File: config.mk
export PLATFORM = sky130hd
export DESIGN_NAME = mem_port_arbiter
export DESIGN_NICKNAME = d
export VERILOG_FILES = /design/src/rtl/mips_mem_pkg.sv /design/src/rtl/mem_wait_counter.sv /design/src/rtl/mem_port_arbiter.sv
export SDC_FILE = /design/constraint.sdc
export NUM_CORES = 1
export LEC_CHECK = 0
export CORE_MARGIN = 3
export CORE_UTILIZATION = 25
export DETAILED_ROUTE_END_ITERATION = 8
export GPL_TIMING_DRIVEN = 0
export PLACE_DENSITY_LB_ADDON = 0.25
export SLEW_MARGIN = 10
export SYNTH_ARGS = -nofsm -noshare
export SYNTH_HDL_FRONTEND = slang
export SYNTH_HIERARCHICAL = 1
export SYNTH_SLANG_ARGS = --single-unit
File: constraint.sdc
create_clock -name clk -period 5.7 [get_ports clk]
set_clock_uncertainty 0.2 [all_clocks]
set_input_delay 0.57 -clock clk [delete_from_list [all_inputs] [get_ports clk]]
set_output_delay 0.57 -clock clk [all_outputs]
set_load 0.01 [all_outputs]
File: src/rtl/mips_mem_pkg.sv
`default_nettype none
// ============================================================================
// mips_mem_pkg : shared types and defaults for the unified-memory port arbiter
// Revision     : 1.0
// ============================================================================
package mips_mem_pkg;

  localparam int unsigned C_LAT_DEFAULT        = 2;
  localparam int unsigned C_STARVE_MAX_DEFAULT = 4;
  localparam int unsigned C_CNT_W              = 4;

  typedef enum logic [1:0] {
    IDLE   = 2'd0,
    ACCESS = 2'd1,
    RESP   = 2'd2
  } state_e;

  typedef enum logic {
    GNT_IF = 1'b0,
    GNT_DM = 1'b1
  } gnt_e;

  // Wait counter runs LAT-1 .. 0, so the load value is one below the latency.
  function automatic logic [C_CNT_W-1:0] wait_load(input int unsigned lat);
    return C_CNT_W'(lat - 1);
  endfunction

endpackage
`default_nettype wire

File: src/rtl/mem_wait_counter.sv
`default_nettype none
// ============================================================================
// mem_wait_counter : loadable down-counter flagging the final access cycle
// Revision         : 1.0
// ============================================================================
module mem_wait_counter
  import mips_mem_pkg::*;
#(
  parameter int unsigned WIDTH = C_CNT_W
) (
  input  logic             clk,
  input  logic             rst_n,
  input  logic             load_i,
  input  logic [WIDTH-1:0] load_val_i,
  input  logic             dec_i,
  output logic             last_o
);

  logic [WIDTH-1:0] cnt_q;

  always_ff @(posedge clk or negedge rst_n) begin
    if (!rst_n) begin
      cnt_q <= '0;
    end else if (load_i) begin
      cnt_q <= load_val_i;
    end else if (dec_i && (cnt_q != '0)) begin
      cnt_q <= cnt_q - 1'b1;
    end
  end

  assign last_o = (cnt_q == '0);

endmodule
`default_nettype wire

File: src/rtl/mem_port_arbiter.sv
`default_nettype none
// ============================================================================
// mem_port_arbiter : shares one fixed-latency memory between fetch and data
//                    stages, with starvation guard and pipeline stall output
// Revision         : 1.0
// ============================================================================
module mem_port_arbiter
  import mips_mem_pkg::*;
#(
  parameter int unsigned ADDR_W     = 32,
  parameter int unsigned DATA_W     = 32,
  parameter int unsigned LAT        = C_LAT_DEFAULT,
  parameter int unsigned STARVE_MAX = C_STARVE_MAX_DEFAULT
) (
  input  logic              clk,
  input  logic              rst_n,

  input  logic              if_req,
  input  logic [ADDR_W-1:0] if_addr,
  output logic [DATA_W-1:0] if_rdata,
  output logic              if_ack,

  input  logic              dm_req,
  input  logic              dm_we,
  input  logic [ADDR_W-1:0] dm_addr,
  input  logic [DATA_W-1:0] dm_wdata,
  output logic [DATA_W-1:0] dm_rdata,
  output logic              dm_ack,

  output logic              mem_en,
  output logic              mem_we,
  output logic [ADDR_W-1:0] mem_addr,
  output logic [DATA_W-1:0] mem_wdata,
  input  logic [DATA_W-1:0] mem_rdata,

  output logic              stall
);

  localparam logic [C_CNT_W-1:0] WAIT_LOAD  = wait_load(LAT);
  localparam logic [C_CNT_W-1:0] STARVE_LIM = C_CNT_W'(STARVE_MAX);

  state_e              state_q;
  gnt_e                gnt_q;
  logic [C_CNT_W-1:0]  starve_cnt_q;
  logic [C_CNT_W-1:0]  starve_cnt_d;

  logic                mem_en_q;
  logic                mem_we_q;
  logic [ADDR_W-1:0]   mem_addr_q;
  logic [DATA_W-1:0]   mem_wdata_q;
  logic                if_ack_q;
  logic                dm_ack_q;
  logic [DATA_W-1:0]   if_rdata_q;
  logic [DATA_W-1:0]   dm_rdata_q;

  logic                grant_if_d;
  logic                grant_dm_d;
  logic                grant_any_d;
  logic                wait_last;

  // In RESP the requester being acked is excluded, so only the other side can win.
  always_comb begin
    grant_if_d = 1'b0;
    grant_dm_d = 1'b0;
    case (state_q)
      IDLE: begin
        if (if_req && (!dm_req || (starve_cnt_q == STARVE_LIM))) begin
          grant_if_d = 1'b1;
        end else if (dm_req) begin
          grant_dm_d = 1'b1;
        end
      end
      RESP: begin
        if (gnt_q == GNT_DM) begin
          grant_if_d = if_req;
        end else begin
          grant_dm_d = dm_req;
        end
      end
      default: begin
        grant_if_d = 1'b0;
        grant_dm_d = 1'b0;
      end
    endcase
  end

  assign grant_any_d = grant_if_d | grant_dm_d;

  // A fetch being served (ACCESS or RESP with fetch grant) is not losing.
  always_comb begin
    starve_cnt_d = starve_cnt_q;
    if (grant_if_d) begin
      starve_cnt_d = '0;
    end else if (if_req && !((state_q != IDLE) && (gnt_q == GNT_IF)) &&
                 (starve_cnt_q != STARVE_LIM)) begin
      starve_cnt_d = starve_cnt_q + 1'b1;
    end
  end

  mem_wait_counter #(
    .WIDTH (C_CNT_W)
  ) u_wait_cnt (
    .clk        (clk),
    .rst_n      (rst_n),
    .load_i     (grant_any_d),
    .load_val_i (WAIT_LOAD),
    .dec_i      (state_q == ACCESS),
    .last_o     (wait_last)
  );

  always_ff @(posedge clk or negedge rst_n) begin
    if (!rst_n) begin
      state_q      <= IDLE;
      gnt_q        <= GNT_IF;
      starve_cnt_q <= '0;
      mem_en_q     <= 1'b0;
      mem_we_q     <= 1'b0;
      mem_addr_q   <= '0;
      mem_wdata_q  <= '0;
      if_ack_q     <= 1'b0;
      dm_ack_q     <= 1'b0;
      if_rdata_q   <= '0;
      dm_rdata_q   <= '0;
    end else begin
      starve_cnt_q <= starve_cnt_d;
      if_ack_q     <= 1'b0;
      dm_ack_q     <= 1'b0;

      case (state_q)
        IDLE, RESP: begin
          if (grant_any_d) begin
            state_q     <= ACCESS;
            gnt_q       <= grant_dm_d ? GNT_DM : GNT_IF;
            mem_en_q    <= 1'b1;
            mem_we_q    <= grant_dm_d & dm_we;
            mem_addr_q  <= grant_dm_d ? dm_addr : if_addr;
            mem_wdata_q <= grant_dm_d ? dm_wdata : '0;
          end else begin
            state_q  <= IDLE;
            mem_en_q <= 1'b0;
            mem_we_q <= 1'b0;
          end
        end

        ACCESS: begin
          if (wait_last) begin
            state_q  <= RESP;
            mem_en_q <= 1'b0;
            mem_we_q <= 1'b0;
            if (gnt_q == GNT_IF) begin
              if_ack_q   <= 1'b1;
              if_rdata_q <= mem_rdata;
            end else begin
              dm_ack_q <= 1'b1;
              if (!mem_we_q) begin
                dm_rdata_q <= mem_rdata;
              end
            end
          end
        end

        default: begin
          state_q  <= IDLE;
          mem_en_q <= 1'b0;
          mem_we_q <= 1'b0;
        end
      endcase
    end
  end

  assign mem_en    = mem_en_q;
  assign mem_we    = mem_we_q;
  assign mem_addr  = mem_addr_q;
  assign mem_wdata = mem_wdata_q;
  assign if_ack    = if_ack_q;
  assign dm_ack    = dm_ack_q;
  assign if_rdata  = if_rdata_q;
  assign dm_rdata  = dm_rdata_q;

  assign stall = (if_req & ~if_ack_q) | (dm_req & ~dm_ack_q);

endmodule
`default_nettype wire
# Word level (Yosys, flattened, before mapping)
# Index checks and enable logic that the tools add are counted.
# Widths: inputs -> output; s select.
# word_totals
reg_bits	143
latchBits	0
ram_bits	0
rom_bits	0
input_bits	133
output_inout_bits	133
wordCells	74
n_memories	0
# op_classes
n_addsub	2
mul	0
div_mod_pow	0
order_cmp	0
n_eq_ne	5
n_shift	0
mux	28
n_bitwise	9
n_reduce_logical	18
# ops
op	n
$mux 32	2
$mux 1	16
$mux 4	4
$pmux 1 s2	4
$reduce_bool 2->1	3
$logic_and 1x1->1	5
$add 4x1->4 const B	1
$eq 4x3->1 const B	1
$logic_not 4->1	1
$ne 4x3->1 const B	1
$not 1->1	4
$pmux 2 s2	1
$reduce_and 4->1	1
$reduce_bool 4->1	1
$sub 4x1->4 const B	1
$and 1x1->1	3
$reduce_and 3->1	1
$eq 2x1->1 const B	1
$eq 2x2->1 const B	1
$logic_not 1->1	2
$logic_not 2->1	1
$mux 2	1
$ne 2x2->1 const B	1
$or 1x1->1	2
3 further kinds	3

# Logic depth before layout (Yosys ltp)
# Gate-level depths: netlist (run 1).
# logic_depth
word_depth	8
ltp_mapped	9
depth_no_buf	7

# Hierarchy
# The synthesis (run 1) kept the hierarchy.
# modules_own_cells
module	instances	cells_each	area_each_um2	seq_area_each_um2
mem_port_arbiter	1	443	5564.1	3478.3
mem_wait_counter	1	27	252.7	100.1

# Worst setup path after synthesis (run 1)
# No wires, ideal clock.
# synth_timing
kind	input -> register
start	input if_req
end	register u_wait_cnt.cnt_q[3]
setup_time_ps	126
arrival_ps	2042
required_ps	5374
path_slack_ps	3332
path_stages	8
n_path_buf	3
path_cell_list	buf_2 > mux2i_1 > a211o_1 > clkinv_1 > buf_2 > buf_1 > nor3_1 > a221o_1
# synth_via
elab_chain_cells	5
word_cells_on_any_way	9
cone_classes	mux (6); bitwise (1); reduce/logical (2)
# synth_lines
item	line_no	source
from (decl)	mem_port_arbiter.sv:18	input logic if_req,
$logic_and 1x1->1	mem_port_arbiter.sv:67	if (if_req && (!dm_req || (starve_cnt_q == STARVE_LIM))) begin
$mux 1	mem_port_arbiter.sv:67	
$pmux 1 s2	mem_port_arbiter.sv:65	case (state_q)
$or 1x1->1 (*)	mem_port_arbiter.sv:87	assign grant_any_d = grant_if_d | grant_dm_d;
net grant_any_d	mem_port_arbiter.sv:58	logic grant_any_d;
$mux 4 / $reduce_bool 2->1 (equally long branches)	--	
to (signal assigned)	mem_wait_counter.sv:25	cnt_q <= load_val_i;
to (signal assigned)	mem_wait_counter.sv:27	cnt_q <= cnt_q - 1'b1;
to (decl)	mem_wait_counter.sv:19	logic [WIDTH-1:0] cnt_q;
# Mark *: on every way through the listed nets, which the timed path passes. The rest lies on a longest branch.
# A chain may end at the register's enable or synchronous reset.

# Worst setup path in the final report (run 1)
# layout_timing
start	input dm_req
end	register u_wait_cnt.cnt_q[3]
# layout_via
elab_chain_cells	7
word_cells_on_any_way	12
cone_classes	mux (7); bitwise (1); reduce/logical (4)
# layout_lines
item	line_no	source
from (decl)	mem_port_arbiter.sv:23	input logic dm_req,
$logic_not 1->1	mem_port_arbiter.sv:67	
$logic_or 1x1->1	mem_port_arbiter.sv:67	
$logic_and 1x1->1	mem_port_arbiter.sv:67	
$mux 1	mem_port_arbiter.sv:67	
$pmux 1 s2	mem_port_arbiter.sv:65	
$or 1x1->1 (*)	mem_port_arbiter.sv:87	
net grant_any_d	mem_port_arbiter.sv:58	
$mux 4 / $reduce_bool 2->1 (equally long branches)	--	
# Marks and branches as above.

==> reports/qor.yml, run 1 <==
synth_top_cell_by_area: "dfrtp_1"
synth-edff-count: 0
ir_worst_vdd_v: 0.000217
rsz0062_at_grt: "false"
root_buffer: "clkbuf_16"
min_to: "if_rdata[22]"
numCtsBuffers: 17
rows: 55
hp-class: "flip-flop to flip-flop"
tightest_slew_ps: 721
setup_violations: 0
crit_required_ps: 5800
dp_cells: 1050
die_x_um: 159
grt_pass1_wl_um: 26300
p_leak_nw: 4.14
min_period_over_period: 0.507
yosys_warnings: 6
first_global_vias: 4690
grt_usage: 0.136
initial_core_util: 0.255
drive_gt1_frac: 0.161
cts_tree: "built"
wl_um: 17500
nets: 893
hold_depth: 1
grt-ovfl-total: 0
critPathLaunchType: "input port"
synthFlopType: "dfrtp_1"
wl_per_cell_um: 16.1
cp_max_fo: 10
coreArea_um2: 22800
area_growth_pct: 64.1
dp_hpwl_um: 12800
synth.most_common_cell: "dfrtp_1"
yosysSeqAreaShare: 0.615
cp.arrival_ps: 2990
max_freq_mhz: 346
firstDrtPassIters: 4
cts_num_sinks: 143
synth_area_leaders: "dfrtp_1 (62%), mux2_2 (10%), a21oi_1 (5.9%)"
die_area_um2: 25100
synth-seq-cells: 143
yosysUniqueCellTypes: 45
hold_viol: 0
r2r_cells: 9
reg2reg_slack_ps: 3160
grt_start_max_net_pins: 84
clkLatencyLatePin_ps: 410
cts_setup_buffers: 0
end_kind: "flip-flop"
cts-htree-levels: 4
n_antenna_cell: 0
ioPinCount: 266
min_from: "if_rdata[22]"
yosys-top-cells-count: "dfrtp_1 (143), a21oi_1 (68), mux2_2 (54), nand2_1 (42), nor2_1 (36)"
synth_cells: 470
finalWeightedCongestion: 0.737
antenna_found_initial: 0
vias: 4692
clock_path_buffers: 2
r2r-start: "u_wait_cnt/cnt_q[0]"
slew_viol_final: 0
postSynthAreaPerCell_um2: 12.4
max_slew_margin: 0.519
drt_iter0_markers: 221
path_class: "input port to flip-flop"
period_minus_slack_ps: 2890
place.port_buffers: 264
ant_nets: 0
status: "finished, final reports clean"
maxCapViolations: 0
netlist.area_leader.share: 0.615
power_density_nw_per_um2: 561
drc: 0
clk_pin_slew_worst_paths_ps: 60
netlist_area_um2: 5820
vias_per_cell: 4.33
finalSetupTns_ps: 0
ys_async_sr_fraction: 1.00
die_h_um: 159
r2r-end: "dm_rdata[4]"
instances_no_fill: 1083
## layer usage
metal | vias up | global-route usage | wire [µm]
met5 | - | 0 | 0
met4 | 0 | 0.0356 | 164
met3 | 11 | 0.0593 | 1700
met2 | 195 | 0.206 | 7670
met1 | 2267 | 0.179 | 7960
li1 | 2219 | - | -
## power by group
group	internal (mW)	leakage, nW	switching, mW
registers	1.51	1.74	0.277
logic	1.36	2.08	0.984
clock network	0.717	0.317	0.511
total	3.59	4.14	1.77
## cell usage in the layout, fill, tap and decap left out, types with 3 or more instances in the layout
master,synthesis,final
nand2b_1,3,3
clkbuf_16,0,17
buf_6,8,8
mux2_2,54,54
inv_6,0,5
nand2_1,42,42
mux2i_1,3,3
dfrtp_1,143,143
a21oi_1,68,68
clkdlybuf4s50_1,0,263
bufinv_16,0,3
conb_1,2,4
ha_1,3,3
mux2_1,5,5
buf_2,15,15
a22o_1,33,33
inv_1,9,9
inv_8,0,4
nand3_1,4,4
mux2_4,5,5
clkbuf_1,6,6
nor2_1,36,36
## critical path, cell delays in order
cell             delay (ps)
clkdlybuf4s50_1         680
mux2i_1                 120
a211o_1                 390
clkinv_1                180
buf_2                   270
buf_1                   340
nor3_1                  100
a221o_1                 320
## timing repair
| item | 4_1_cts | 5_1_grt |
|---|---|---|
| endpoints found under the hold margin | 60 | 0 |
| hold buffers | 1 | 0 |
| gates resized for setup | 0 | 0 |
## sequential cells by signal, summed over array words and instances (netlist names)
signal            flops
dm_ack                1
state_q               2
u_wait_cnt/cnt_q      4
mem_we                1
dm_rdata             32
starve_cnt_q          4
mem_addr             32
mem_wdata            32
if_rdata             32
if_ack                1
mem_en                1
gnt_q                 1
## final cells by class
class / count / area, µm²
clock inverter: 15 / 220
sequential: 143 / 3580
tap: 313 / 392
buffer: 30 / 191
fill: 2242 / 13200
clock buffer: 17 / 425
timing repair buffer: 266 / 2690
multi-input combinational: 289 / 2020
inverter: 10 / 37.5
## logic make-up (layout without fill, tap and decap cells)
logic type | count (synthesis) | in the layout | synth area share
DFF | 143 | 143 | 0.615
AOI/OAI and AO/OA | 114 | 114 | 0.127
and+or+nand+nor | 100 | 100 | 0.0770
muxes | 67 | 67 | 0.132
buffers and inverters | 40 | 338 | 0.0394
adders and majority gates | 3 | 3 | 0.00645
other | 2 | 4 | 0.00129
xor gates and xnor gates | 1 | 1 | 0.00151
## worst max path at each step
| stage | to | slack, ps | depth (start not counted) | from |
|---|---|---|---|---|
| 2_1_floorplan | u_wait_cnt/cnt_q[3] | 3330 | 8 | if_req |
| 3_3_place_gp | mem_addr[12] | -2490 | 1 | rst_n |
| 3_5_place_dp | u_wait_cnt/cnt_q[3] | 2320 | 8 | dm_req |
| 4_1_cts | u_wait_cnt/cnt_q[3] | 2770 | 8 | dm_req |
| 5_1_grt | u_wait_cnt/cnt_q[3] | 2660 | 8 | dm_req |
| 6_report | u_wait_cnt/cnt_q[3] | 2810 | 8 | dm_req |
## stage by stage
stage	hold WS (ps)	total power [mW]	instance area [µm²]	setup WS (ps)	utilization
floorplan	74.4	2.86	5820	3330	-
global placement	265	4.17	8860	-2490	0.389
detailed placement	274	4.19	8890	2320	0.390
CTS	291	5.45	9550	2770	0.419
global route	306	5.72	9550	2660	0.419
finish	283	5.36	9550	2810	0.419
No activity file was read; power rests on OpenSTA's default activity.
==> run 2, diff against run 1 <==
- clock period: 5.7 -> 2.8 ns (I/O delays scaled with it)
==> results of run 2 <==
The final DEF is identical to that of run 1. Status: finished, final reports clean.
Main changes from that run: setup slack after placement 2320 ps -> -292 ps; setup slack after layout 2810 ps -> 200 ps; hold slack 283 ps -> 59.6 ps; register-to-register setup slack 3160 ps -> 260 ps; end point of the worst hold path if_rdata[22] -> starve_cnt_q[3]; total power 5.36 mW -> 10.9 mW; worst IR drop on VDD 0.000217 V -> 0.000441 V
==> run 3, diff against run 2 <==
- clock period: 2.8 -> 2.3 ns (I/O delays scaled with it)
==> run 3 against run 2 <==
The run now ends with setup timing left; worst hold slack improved by 77 ps; cell count increased by 1.8%; first-iteration DRC count shrank 23%; sequential power up 23%; count of clock-buffer cells in the layout grew 1; sequential share of layout area is 1.9 points lower; die area unchanged; combinational power grew 36%; utilization increased by 2.3 points.
==> reports/qor.yml, run 3 (synthesis gave the netlist of run 1 again) <==
cts_tree: "built"
initial_core_util: 0.255
slew_viol_final: 0
vias_per_cell: 4.38
grt_start_max_net_pins: 76
wl_per_cell_um: 16.7
cts-htree-levels: 4
n_antenna_cell: 0
drt_iter0_markers: 170
worstSetupStartpoint: "u_wait_cnt/cnt_q[0]"
grt-ovfl-total: 0
die_area_um2: 25100
tightest_slew_ps: 558
firstDrtPassIters: 5
hp-class: "input port to flip-flop"
numCtsBuffers: 17
p_seq_frac: 0.325
total_power_mw: 13.7
coreArea_um2: 22800
ioPinCount: 266
finalWeightedCongestion: 0.778
end_kind: "flip-flop"
p_comb_frac: 0.473
r2r_cells: 9
die_x_um: 159
cts_num_sinks: 143
first_global_vias: 5094
maxCapViolations: 0
drive_gt1_frac: 0.203
nFillCells: 2130
period_minus_slack_ps: 2310
path_class: "flip-flop to flip-flop"
place_area_um2: 8900
hold_viol: 0
hold_depth: 3
ir_worst_vdd_v: 0.000507
max_slew_margin: 0.628
worst_slack_ps: -7.55
ant_nets: 0
setup_violations: 10
wl_um: 18400
cp_max_fo: 8
vias: 4834
status: "finished, violations left"
fin_area_um2: 10100
rows: 55
dp_hpwl_um: 12700
cp.arrival_ps: 2410
clk_pin_slew_worst_paths_ps: 70
antenna_found_initial: 0
drc: 0
r2r-end: "dm_rdata[24]"
nets: 913
swShare: 0.328
area_growth_pct: 73.1
p_leak_nw: 4.40
layout_common_cells: "clkdlybuf4s50_1 (262), dfrtp_1 (143), a21oi_1 (68)"
final_common_cell: "clkdlybuf4s50_1"
power_density_nw_per_um2: 1370
instances_no_fill: 1103
place.port_buffers: 264
dp_cells: 1050
rsz0062_at_grt: "true"
critical_path.endpoint: "dm_rdata[24]"
max_freq_mhz: 433
die_h_um: 159
clkLatencyLatePin_ps: 420
crit_required_ps: 2400
min_period_over_period: 1.00
reg2reg_slack_ps: -8
p_int_mw: 9.24
r2r-start: "u_wait_cnt/cnt_q[0]"
root_buffer: "clkbuf_16"
grt_usage: 0.142
power_switching_mw: 4.51
clock_path_buffers: 2
clkPwrFrac: 0.201
grt_pass1_wl_um: 27600
failed_checks: "setup timing"
critPathLaunchType: "flip-flop"
-- run 3: cell types whose count changed in the layout (fill, tap and decap cells not counted), moves of 5 or more --
cell,previous run,this run
mux2_4,5,58
mux2_2,54,6
buf_4,0,15
buf_12,0,10
buf_2,15,10
buf_6,8,3
mux2_1,5,0
-- run 3: routing by layer --
layer	vias to the layer above	part of all wire	global-route usage
li1	2267	-	-
met2	208	0.44	0.216
met1	2349	0.45	0.182
met3	10	0.10	0.0669
met5	-	0	0
met4	0	0.0085	0.0356
-- run 3: power groups by stage --
stage | sequential [mW] | clock (mW) | combinational, mW
after floorplan | 4.93 | 0 | 2.17
after global placement | 4.44 | 0 | 5.87
after detailed placement | 4.45 | 0 | 5.91
after CTS | 4.45 | 2.87 | 6.26
after global routing | 4.63 | 2.97 | 7.08
final | 4.47 | 2.77 | 6.51
-- run 3: final cells by class --
cell class	instances	area, µm²	area share
clock inverters	14	143	0.0142
flip-flops and latches	143	3580	0.355
well taps	313	392	0.0389
clock buffers	18	439	0.0436
inverters	10	37.5	0.00373
plain buffers	28	258	0.0256
repair buffers	288	2960	0.294
multi-input cells	289	2260	0.224
-- run 3: repair_timing --
| action | 4_1_cts | 5_1_grt |
|---|---|---|
| pin swaps | 1 | 1 |
| gates resized for setup | 43 | 56 |
| setup endpoints to repair | 77 | 91 |
| hold buffers | 2 | 0 |
| buffers inserted | 11 | 7 |
| hold endpoints to repair | 69 | 0 |
| gates cloned | 3 | 3 |
-- run 3: worst min path at each step --
stage,from,end
3_3_place_gp,dm_rdata[10],dm_rdata[10]
4_1_cts,if_addr[8],mem_addr[8]
5_1_grt,if_addr[11],mem_addr[11]
2_1_floorplan,rst_n,dm_ack
3_5_place_dp,rst_n,dm_rdata[10]
6_report,if_addr[8],mem_addr[8]
-- run 3: per-stage QoR --
stage | util | setup TNS [ps] | setup WS (ps) | hold slack, ps
final | 0.442 | -27.6 | -7.55 | 136
after global routing | 0.442 | -2460 | -75.0 | 145
after CTS | 0.432 | -1230 | -103 | 116
after detailed placement | 0.391 | -17500 | -656 | 27.9
after global placement | 0.389 | -804170 | -5520 | 270
after floorplan | - | 0 | 7.28 | -266
-- run 3: critical path, cell delays in order (launching register included) --
cell and delay [ps]:
dfrtp_1 390, inv_2 90, ha_4 120, or3b_4 380
inv_2 80, and3_4 180, nor2b_4 150, buf_12 160
buf_12 130, mux2_4 290
